--- src/rtl/ps2_pkg.sv ---
// Shared PS/2 definitions: FSM encoding, register map, status bit positions.
// Used by both the host transmitter and the keyboard receiver.
package ps2_pkg;

  typedef enum logic [2:0] {
    ST_IDLE      = 3'd0,
    ST_INHIBIT   = 3'd1,
    ST_REQ       = 3'd2,
    ST_DATA      = 3'd3,
    ST_STOP      = 3'd4,
    ST_ACK       = 3'd5,
    ST_WAIT_IDLE = 3'd6
  } ps2_state_e;

  localparam logic [31:0] REG_TXDATA = 32'h0000_0000;
  localparam logic [31:0] REG_CTRL   = 32'h0000_0004;

  localparam int STAT_BUSY = 0;
  localparam int STAT_DONE = 1;
  localparam int STAT_NACK = 2;
  localparam int STAT_TMO  = 3;
  localparam int STAT_OVR  = 4;

  // Falling-edge count at which the parity bit is on the line.
  localparam logic [3:0] FE_PARITY = 4'd9;
  localparam logic [3:0] FE_MAX    = 4'd11;

  function automatic logic odd_parity(input logic [7:0] b);
    return ~^b;
  endfunction

endpackage

--- src/rtl/ps2_tx_if.sv ---
// Wishbone slave port bundle for the PS/2 transmitter.
// Handshake: a request is stb_i=1 while ack_o=0; ack_o answers for exactly one
// cycle on the next clock, write data/address are taken in the request cycle.
interface ps2_tx_if;
  logic [31:0] dat_i;
  logic [31:0] adr_i;
  logic        we_i;
  logic        stb_i;
  logic [31:0] dat_o;
  logic        ack_o;

  modport master (
    output dat_i, adr_i, we_i, stb_i,
    input  dat_o, ack_o
  );

  modport slave (
    input  dat_i, adr_i, we_i, stb_i,
    output dat_o, ack_o
  );
endinterface

--- src/rtl/ps2_line_filter.sv ---
// Synchroniser plus glitch filter for an async PS/2 line, with a one-clock
// pulse on each accepted high-to-low transition.
module ps2_line_filter #(
    parameter int FILTER_LEN = 8
) (
    input  logic clk,
    input  logic rst_n,
    input  logic din,
    output logic level,
    output logic fe
);

    localparam int CW = $clog2(FILTER_LEN + 1);

    logic [1:0]    sync_q;
    logic [CW-1:0] cnt_q;

    // A new level is accepted only after FILTER_LEN consecutive samples
    // disagree with the current one; any agreeing sample restarts the count.
    always_ff @(posedge clk or negedge rst_n) begin
        if (!rst_n) begin
            sync_q <= 2'b11;
            cnt_q  <= '0;
            level  <= 1'b1;
            fe     <= 1'b0;
        end else begin
            sync_q <= {sync_q[0], din};
            fe     <= 1'b0;
            if (sync_q[1] == level) begin
                cnt_q <= '0;
            end else if (cnt_q == CW'(FILTER_LEN - 1)) begin
                level <= sync_q[1];
                fe    <= level;
                cnt_q <= '0;
            end else begin
                cnt_q <= cnt_q + CW'(1);
            end
        end
    end

endmodule

--- src/rtl/ps2_tx.sv ---
// PS/2 host-to-device transmitter behind a Wishbone slave port: runs the
// request-to-send sequence, shifts out one command byte and reports status.
module ps2_tx
    import ps2_pkg::*;
#(
    parameter int INHIBIT_CYCLES = 5000,
    parameter int TIMEOUT_CYCLES = 1000000,
    parameter int FILTER_LEN     = 8
) (
    input  logic       clk,
    input  logic       rst,
    ps2_tx_if.slave    wb,
    input  logic       PS2_clk,
    input  logic       PS2_Data,
    output logic       ps2_clk_oe,
    output logic       ps2_data_oe,
    output logic       rx_inhibit,
    output logic       tx_done,
    output ps2_state_e state_dbg
);

    localparam int TMR_MAX = (INHIBIT_CYCLES > TIMEOUT_CYCLES) ? INHIBIT_CYCLES : TIMEOUT_CYCLES;
    localparam int TW      = $clog2(TMR_MAX + 1);

    ps2_state_e    state_q, state_d;
    logic [TW-1:0] timer_q;
    logic [3:0]    bit_cnt_q;
    logic [7:0]    tx_byte_q;
    logic          ack_ok_q;
    logic          done_q, nack_q, tmo_q, ovr_q;
    logic          ack_q;
    logic [31:0]   dat_q;
    logic          tx_done_q;
    logic [1:0]    data_sync_q;

    logic clk_level, fe, data_sync;
    logic wb_acc, wr_tx, wr_ctrl, rd, clr;
    logic busy, start, inh_last, tmo_armed, tmo_hit, lines_idle, ack_fe, finish_ok;
    logic [8:0]  frame;
    logic [3:0]  bit_idx;
    logic        frame_bit;
    logic [31:0] status;
    logic        unused_wb;

    ps2_line_filter #(.FILTER_LEN(FILTER_LEN)) u_clk_filter (
        .clk   (clk),
        .rst_n (rst),
        .din   (PS2_clk),
        .level (clk_level),
        .fe    (fe)
    );

    // The data line only needs synchronising; it is sampled on filtered edges.
    always_ff @(posedge clk or negedge rst) begin
        if (!rst) data_sync_q <= 2'b11;
        else      data_sync_q <= {data_sync_q[0], PS2_Data};
    end
    assign data_sync = data_sync_q[1];

    assign wb_acc  = wb.stb_i && !wb.ack_o;
    assign wr_tx   = wb_acc && wb.we_i && (wb.adr_i[2] == REG_TXDATA[2]);
    assign wr_ctrl = wb_acc && wb.we_i && (wb.adr_i[2] == REG_CTRL[2]);
    assign rd      = wb_acc && !wb.we_i;
    assign clr     = wr_ctrl && wb.dat_i[0];
    assign unused_wb = ^{wb.adr_i[31:3], wb.adr_i[1:0], wb.dat_i[31:8]};

    assign busy       = (state_q != ST_IDLE);
    assign start      = wr_tx && !busy;
    assign inh_last   = (state_q == ST_INHIBIT) && (timer_q == TW'(INHIBIT_CYCLES - 1));
    assign tmo_armed  = state_q inside {ST_REQ, ST_DATA, ST_STOP, ST_ACK, ST_WAIT_IDLE};
    assign tmo_hit    = tmo_armed && (timer_q == TW'(TIMEOUT_CYCLES));
    assign lines_idle = clk_level && data_sync;
    assign ack_fe     = (state_q == ST_ACK) && fe && !tmo_hit;
    assign finish_ok  = (state_q == ST_WAIT_IDLE) && lines_idle && ack_ok_q && !tmo_hit;

    // fe k puts frame bit k-1 on the line: data LSB first, then parity.
    assign frame     = {odd_parity(tx_byte_q), tx_byte_q};
    assign bit_idx   = bit_cnt_q - 4'd1;
    assign frame_bit = (bit_idx < 4'd9) ? frame[bit_idx] : 1'b1;

    // State register
    always_ff @(posedge clk or negedge rst) begin
        if (!rst) state_q <= ST_IDLE;
        else      state_q <= state_d;
    end

    // Next-state logic; a timeout overrides every other transition.
    always_comb begin
        state_d = state_q;
        unique case (state_q)
            ST_IDLE:      if (start)                          state_d = ST_INHIBIT;
            ST_INHIBIT:   if (inh_last)                       state_d = ST_REQ;
            ST_REQ:       if (fe)                             state_d = ST_DATA;
            ST_DATA:      if (fe && (bit_cnt_q == FE_PARITY)) state_d = ST_STOP;
            ST_STOP:      if (clk_level)                      state_d = ST_ACK;
            ST_ACK:       if (fe)                             state_d = ST_WAIT_IDLE;
            ST_WAIT_IDLE: if (lines_idle)                     state_d = ST_IDLE;
            default:                                          state_d = ST_IDLE;
        endcase
        if (tmo_hit) state_d = ST_IDLE;
    end

    // Line drive; outputs decode from the async-reset state so reset frees the bus at once.
    always_comb begin
        ps2_clk_oe  = 1'b0;
        ps2_data_oe = 1'b0;
        unique case (state_q)
            ST_INHIBIT: begin
                ps2_clk_oe  = 1'b1;
                ps2_data_oe = inh_last;
            end
            ST_REQ:  ps2_data_oe = 1'b1;
            ST_DATA: ps2_data_oe = ~frame_bit;
            default: ;
        endcase
        if (tmo_hit) begin
            ps2_clk_oe  = 1'b0;
            ps2_data_oe = 1'b0;
        end
    end

    assign rx_inhibit = busy;
    assign state_dbg  = state_q;

    // Shared timer: inhibit length in INHIBIT, gap between device edges afterwards.
    // Edges during INHIBIT come from our own clock pull and are ignored.
    always_ff @(posedge clk or negedge rst) begin
        if (!rst) begin
            timer_q   <= '0;
            bit_cnt_q <= '0;
            tx_byte_q <= '0;
            ack_ok_q  <= 1'b0;
        end else begin
            if (start || inh_last || (fe && tmo_armed)) timer_q <= '0;
            else if (busy)                              timer_q <= timer_q + TW'(1);

            if (start)                                             bit_cnt_q <= '0;
            else if (fe && tmo_armed && (bit_cnt_q != FE_MAX))     bit_cnt_q <= bit_cnt_q + 4'd1;

            if (start) tx_byte_q <= wb.dat_i[7:0];

            if (start)       ack_ok_q <= 1'b0;
            else if (ack_fe) ack_ok_q <= ~data_sync;
        end
    end

    // Sticky flags: a set in the same cycle as a CTRL clear wins.
    always_ff @(posedge clk or negedge rst) begin
        if (!rst) begin
            done_q    <= 1'b0;
            nack_q    <= 1'b0;
            tmo_q     <= 1'b0;
            ovr_q     <= 1'b0;
            tx_done_q <= 1'b0;
        end else begin
            tx_done_q <= finish_ok;

            if (finish_ok)         done_q <= 1'b1;
            else if (start || clr) done_q <= 1'b0;

            if (ack_fe && data_sync) nack_q <= 1'b1;
            else if (start || clr)   nack_q <= 1'b0;

            if (tmo_hit)           tmo_q <= 1'b1;
            else if (start || clr) tmo_q <= 1'b0;

            if (wr_tx && busy) ovr_q <= 1'b1;
            else if (clr)      ovr_q <= 1'b0;
        end
    end

    assign tx_done = tx_done_q;

    always_comb begin
        status            = '0;
        status[STAT_BUSY] = busy;
        status[STAT_DONE] = done_q;
        status[STAT_NACK] = nack_q;
        status[STAT_TMO]  = tmo_q;
        status[STAT_OVR]  = ovr_q;
    end

    always_ff @(posedge clk or negedge rst) begin
        if (!rst) begin
            ack_q <= 1'b0;
            dat_q <= '0;
        end else begin
            ack_q <= wb_acc;
            dat_q <= rd ? status : 32'd0;
        end
    end

    assign wb.ack_o = ack_q;
    assign wb.dat_o = dat_q;

endmodule

--- src/flat_wrapper.sv ---
// flat-port wrapper written by rule: the top's interface ports become plain ports
module ps2_tx_flat import ps2_pkg::*;
#(
    parameter int INHIBIT_CYCLES = 5000,
    parameter int TIMEOUT_CYCLES = 1000000,
    parameter int FILTER_LEN     = 8
)
  (clk, rst, PS2_clk, PS2_Data, ps2_clk_oe, ps2_data_oe, rx_inhibit, tx_done, state_dbg, wb_dat_i, wb_adr_i, wb_we_i, wb_stb_i, wb_dat_o, wb_ack_o);
  ps2_tx_if wb_i ();
  input  logic clk;
  input  logic rst;
  input  logic PS2_clk;
  input  logic PS2_Data;
  output logic ps2_clk_oe;
  output logic ps2_data_oe;
  output logic rx_inhibit;
  output logic tx_done;
  output ps2_state_e state_dbg;
  input wire logic [$bits(wb_i.dat_i)-1:0] wb_dat_i;
  input wire logic [$bits(wb_i.adr_i)-1:0] wb_adr_i;
  input wire logic [$bits(wb_i.we_i)-1:0] wb_we_i;
  input wire logic [$bits(wb_i.stb_i)-1:0] wb_stb_i;
  output wire logic [$bits(wb_i.dat_o)-1:0] wb_dat_o;
  output wire logic [$bits(wb_i.ack_o)-1:0] wb_ack_o;
  assign wb_i.dat_i = wb_dat_i;
  assign wb_i.adr_i = wb_adr_i;
  assign wb_i.we_i = wb_we_i;
  assign wb_i.stb_i = wb_stb_i;
  assign wb_dat_o = wb_i.dat_o;
  assign wb_ack_o = wb_i.ack_o;
  ps2_tx #(.INHIBIT_CYCLES(INHIBIT_CYCLES), .TIMEOUT_CYCLES(TIMEOUT_CYCLES), .FILTER_LEN(FILTER_LEN)) u_core (.clk(clk), .rst(rst), .wb(wb_i), .PS2_clk(PS2_clk), .PS2_Data(PS2_Data), .ps2_clk_oe(ps2_clk_oe), .ps2_data_oe(ps2_data_oe), .rx_inhibit(rx_inhibit), .tx_done(tx_done), .state_dbg(state_dbg));
endmodule
--- config.mk ---
export PLATFORM = sky130hd
export DESIGN_NAME = ps2_tx_flat
export DESIGN_NICKNAME = d
export VERILOG_FILES = /design/src/rtl/ps2_pkg.sv /design/src/rtl/ps2_tx_if.sv /design/src/rtl/ps2_line_filter.sv /design/src/rtl/ps2_tx.sv /design/src/flat_wrapper.sv
export SDC_FILE = /design/constraint.sdc
export NUM_CORES = 1
export LEC_CHECK = 0
export CORE_MARGIN = 1
export CORE_UTILIZATION = 45
export CTS_CLUSTER_DIAMETER = 60
export DETAILED_ROUTE_END_ITERATION = 10
export PLACE_DENSITY = 0.8
export SLEW_MARGIN = 40
export SYNTH_ARGS = -nofsm -noshare
export SYNTH_HDL_FRONTEND = slang
export SYNTH_SLANG_ARGS = --single-unit
--- constraint.sdc ---
create_clock -name clk -period 2.1 [get_ports clk]
set_input_delay 0.315 -clock clk [delete_from_list [all_inputs] [get_ports clk]]
set_output_delay 0.315 -clock clk [all_outputs]
set_load 0.02 [all_outputs]
==> results.toml <==
[clock_tree]
cts_tree = "done"
cts-root-buf = "clkbuf_8"
clockBufferDepth = 2
cts_buffers = 9
path_clk_slew_ns = 0.06
worstSkewPairLatency_ns = 0.34
htreeDepth = 3
clock-sinks = 57

[power_and_ir_drop]
switching_share_pct = 35.7
ir_drop_mv = 1.06
clkPwrFrac_pct = 20.9
leakagePower_uw = 0.00195
p_int_uw = 3000
combPwrFrac_pct = 46.5
power_density_mw_per_mm2 = 1140
seqPwrFrac_pct = 32.6
p_sw_uw = 1660
totalPowerFinal_uw = 4660

[timing]
finalSetupViolCount = 1
setup_ws_ns = -0.375
rsz0062_at_grt = "yes"
finClkSkew_ns = 0.00696
setup_tns_ns = -0.375
min_period_over_period_pct = 118
hold_viol = 0
min_period_ns = 2.47
finalMaxSlewViolations = 0
hold_ws_ns = 0.359
fmax_mhz = 404

[synth]
synth-simple-area-share_pct = 23.9
avgSynthCellArea_um2 = 9.75
ys_warn_count = 0
synth_mux_area_share_pct = 2.78
synth_top_family_by_area = "simple AND/OR/NAND/NOR gates"
ys.flop_type = "dfrtp_1"
synthCells = 319
synth_compound_area_share_pct = 5.88
ys_types = 52
synthArstFlopShare_pct = 100
synth_area_mm2 = 0.00311
synth_xor_area_share_pct = 9.01
synth_edf_count = 0
synthAdderAreaFrac_pct = 2.82
ys_ff_latch = 57
yosysSeqAreaShare_pct = 46.1

[global_routing]
grt_pass1_wl_um = 11500
grt_use_total_pct = 20.7
overflow = 0
grt_max_degree = 46
grt_pass1_vias = 2481
antenna_found_initial = 0

[detailed_routing]
drtAntennaViolNets = 0
vias = 2536
first_pass_iters = 4
postRouteWirelength_um = 7140
initialDrtViolationCount = 254
wire_per_inst_um = 14.5
drc_errors = 0
viasPerCell = 5.16

[finish]
antenna_cells = 0
fin_area_mm2 = 0.00407
fill_cells = 512
nNetsFinal = 486
final_util_pct = 62.7
area_growth_pct = 30.9
final_layout_size_suffix_gt1_share_pct = 25.6

[worst_setup_path]
worst_setup_path_end_kind = "output port"
cp_data_arrival_time_ns = 2.16
worstPathMaxFanout = 4
startpoint_type = "flip-flop"
critical_path_class = "reg2out"
required_ns = 1.78

[placement]
place_area_mm2 = 0.00376
dpl.hpwl_um = 5070
portBuffers = 27
finalWeightedCongestion = 0.892

[die]
core_area_mm2 = 0.00649
fp.dieH_um = 85.1
die_area_mm2 = 0.00725
initial_core_util_pct = 47.9
top_level_ports = 110
die-width_um = 85.1
core.rowCount = 29

[worst_hold_path]
hold_path_class = "reg2reg"

[flow_run]
cap_violations = 0

[outcome]
violations = "setup timing"
status = "complete, but fails checks"
-- cells in the final DEF (no fill, tap or decap), types with 7 or more instances in the layout --
cell type,synthesis,layout
xnor2_1,18,18
clkdlybuf4s50_1,0,23
nand2_1,38,38
clkbuf_8,0,13
nor2_1,38,37
dfrtp_1,52,51
nand3_1,16,16
conb_1,1,27
inv_1,9,8
buf_4,27,59
nor3_1,9,7
xor2_1,14,14
-- synth_stat cells, types with 5 or more instances --
master	number	share of area [%]
xor2_1	14	3.9
o21ai_0	6	0.97
dfrtp_1	52	42
xnor2_1	18	5.1
nor3_1	9	1.4
inv_1	9	1.1
buf_4	27	6.5
dfstp_2	5	4.2
nor2b_1	5	1.0
a21oi_1	6	0.97
nand3_1	16	2.6
nor2_1	38	4.6
ha_1	7	2.8
nand2_1	38	4.6
and2_1	6	1.2
-- cell type report --
class	count	area, µm²	share of cell area, %
Inverter	9	33.8	0.830
Timing Repair Buffer	90	759	18.7
Sequential cell	57	1430	35.2
Clock inverter	2	10.0	0.246
Tap cell	77	96.3	2.37
Multi-Input combinational cell	242	1550	38.2
Clock buffer	14	183	4.49
-- path summary, 6_finish.rpt --
check,from,endpoint,slack [ns],cells past startpoint
min in group asynchronous,rst,u_core.u_clk_filter.cnt_q[3]$_DFF_PN0_,0.42,2
setup / recovery,u_core.bit_cnt_q[0]$_DFFE_PN0P_,ps2_data_oe,-0.37,8
max in group asynchronous,rst,u_core.u_clk_filter.sync_q[0]$_DFF_PN1_,1.08,3
hold / removal,u_core.data_sync_q[0]$_DFF_PN1_,u_core.data_sync_q[1]$_DFF_PN1_,0.36,0
setup reg to reg,u_core.state_dbg[2]$_DFFE_PN0P_,u_core.nack_q$_DFFE_PN0P_,0.08,7
hold reg to reg,u_core.data_sync_q[0]$_DFF_PN1_,u_core.data_sync_q[1]$_DFF_PN1_,0.36,0
-- critical path, stage by stage (launching register included) --
cell	delay, ns
dfrtp_2	0.39
inv_1	0.09
ha_4	0.16
xor2_1	0.15
or4_4	0.53
a31oi_2	0.18
nor3_2	0.07
nor2_2	0.11
buf_6	0.13
-- state kept, by name, indices dropped and copies added (netlist names) --
signal,cells
u_core.timer_q,20
u_core.tx_byte_q,8
u_core.wb.dat_o,5
u_core.bit_cnt_q,4
u_core.u_clk_filter.cnt_q,4
u_core.state_dbg,3
u_core.data_sync_q,2
u_core.u_clk_filter.sync_q,2
u_core.ack_ok_q,1
u_core.done_q,1
u_core.nack_q,1
u_core.ovr_q,1
u_core.tmo_q,1
u_core.tx_done,1
u_core.u_clk_filter.fe,1
u_core.u_clk_filter.level,1
u_core.wb.ack_o,1
-- power groups by stage --
stage / registers [µW] / logic, µW / clock network [µW]
2_1_floorplan: 1570 / 1110 / 0
3_3_place_gp: 1510 / 1910 / 0
3_5_place_dp: 1530 / 1980 / 0
4_1_cts: 1520 / 2020 / 996
5_1_grt: 1550 / 2360 / 1050
6_report: 1520 / 2160 / 976
-- timing repair --
item | in CTS | in global routing
setup endpoints to repair | 20 | 10
endpoints found under the hold margin | 12 | 0
pin swaps | 2 | 8
hold buffers | 1 | 0
setup buffers | 0 | 5
gates resized for setup | 14 | 10
-- routing by layer --
metal	GRT usage [%]	vias up	share of wire (%)
met4	8.32	0	1.8
li1	-	1202	-
met5	0	-	0
met3	6.61	14	5.8
met2	32.8	90	48
met1	26.3	1230	44
-- cells by family (layout without fill, tap and decap cells) --
kind of cell    Yosys count  after routing
simple gates            142            142
xor+xnor                 32             32
compound gates           28             28
buf+inv                  46            115
flops                    57             57
fa+ha+maj                 7              7
mux                       6              6
other cells               1             27
-- metrics by stage --
stage               worst slack [ns]  std cells
floorplan                     0.0469        345
global placement              -0.438        469
detailed placement            -0.534        469
CTS                           -0.397        486
global route                  -0.494        491
finish                        -0.375        491
No activity file was read; power rests on OpenSTA's default activity.
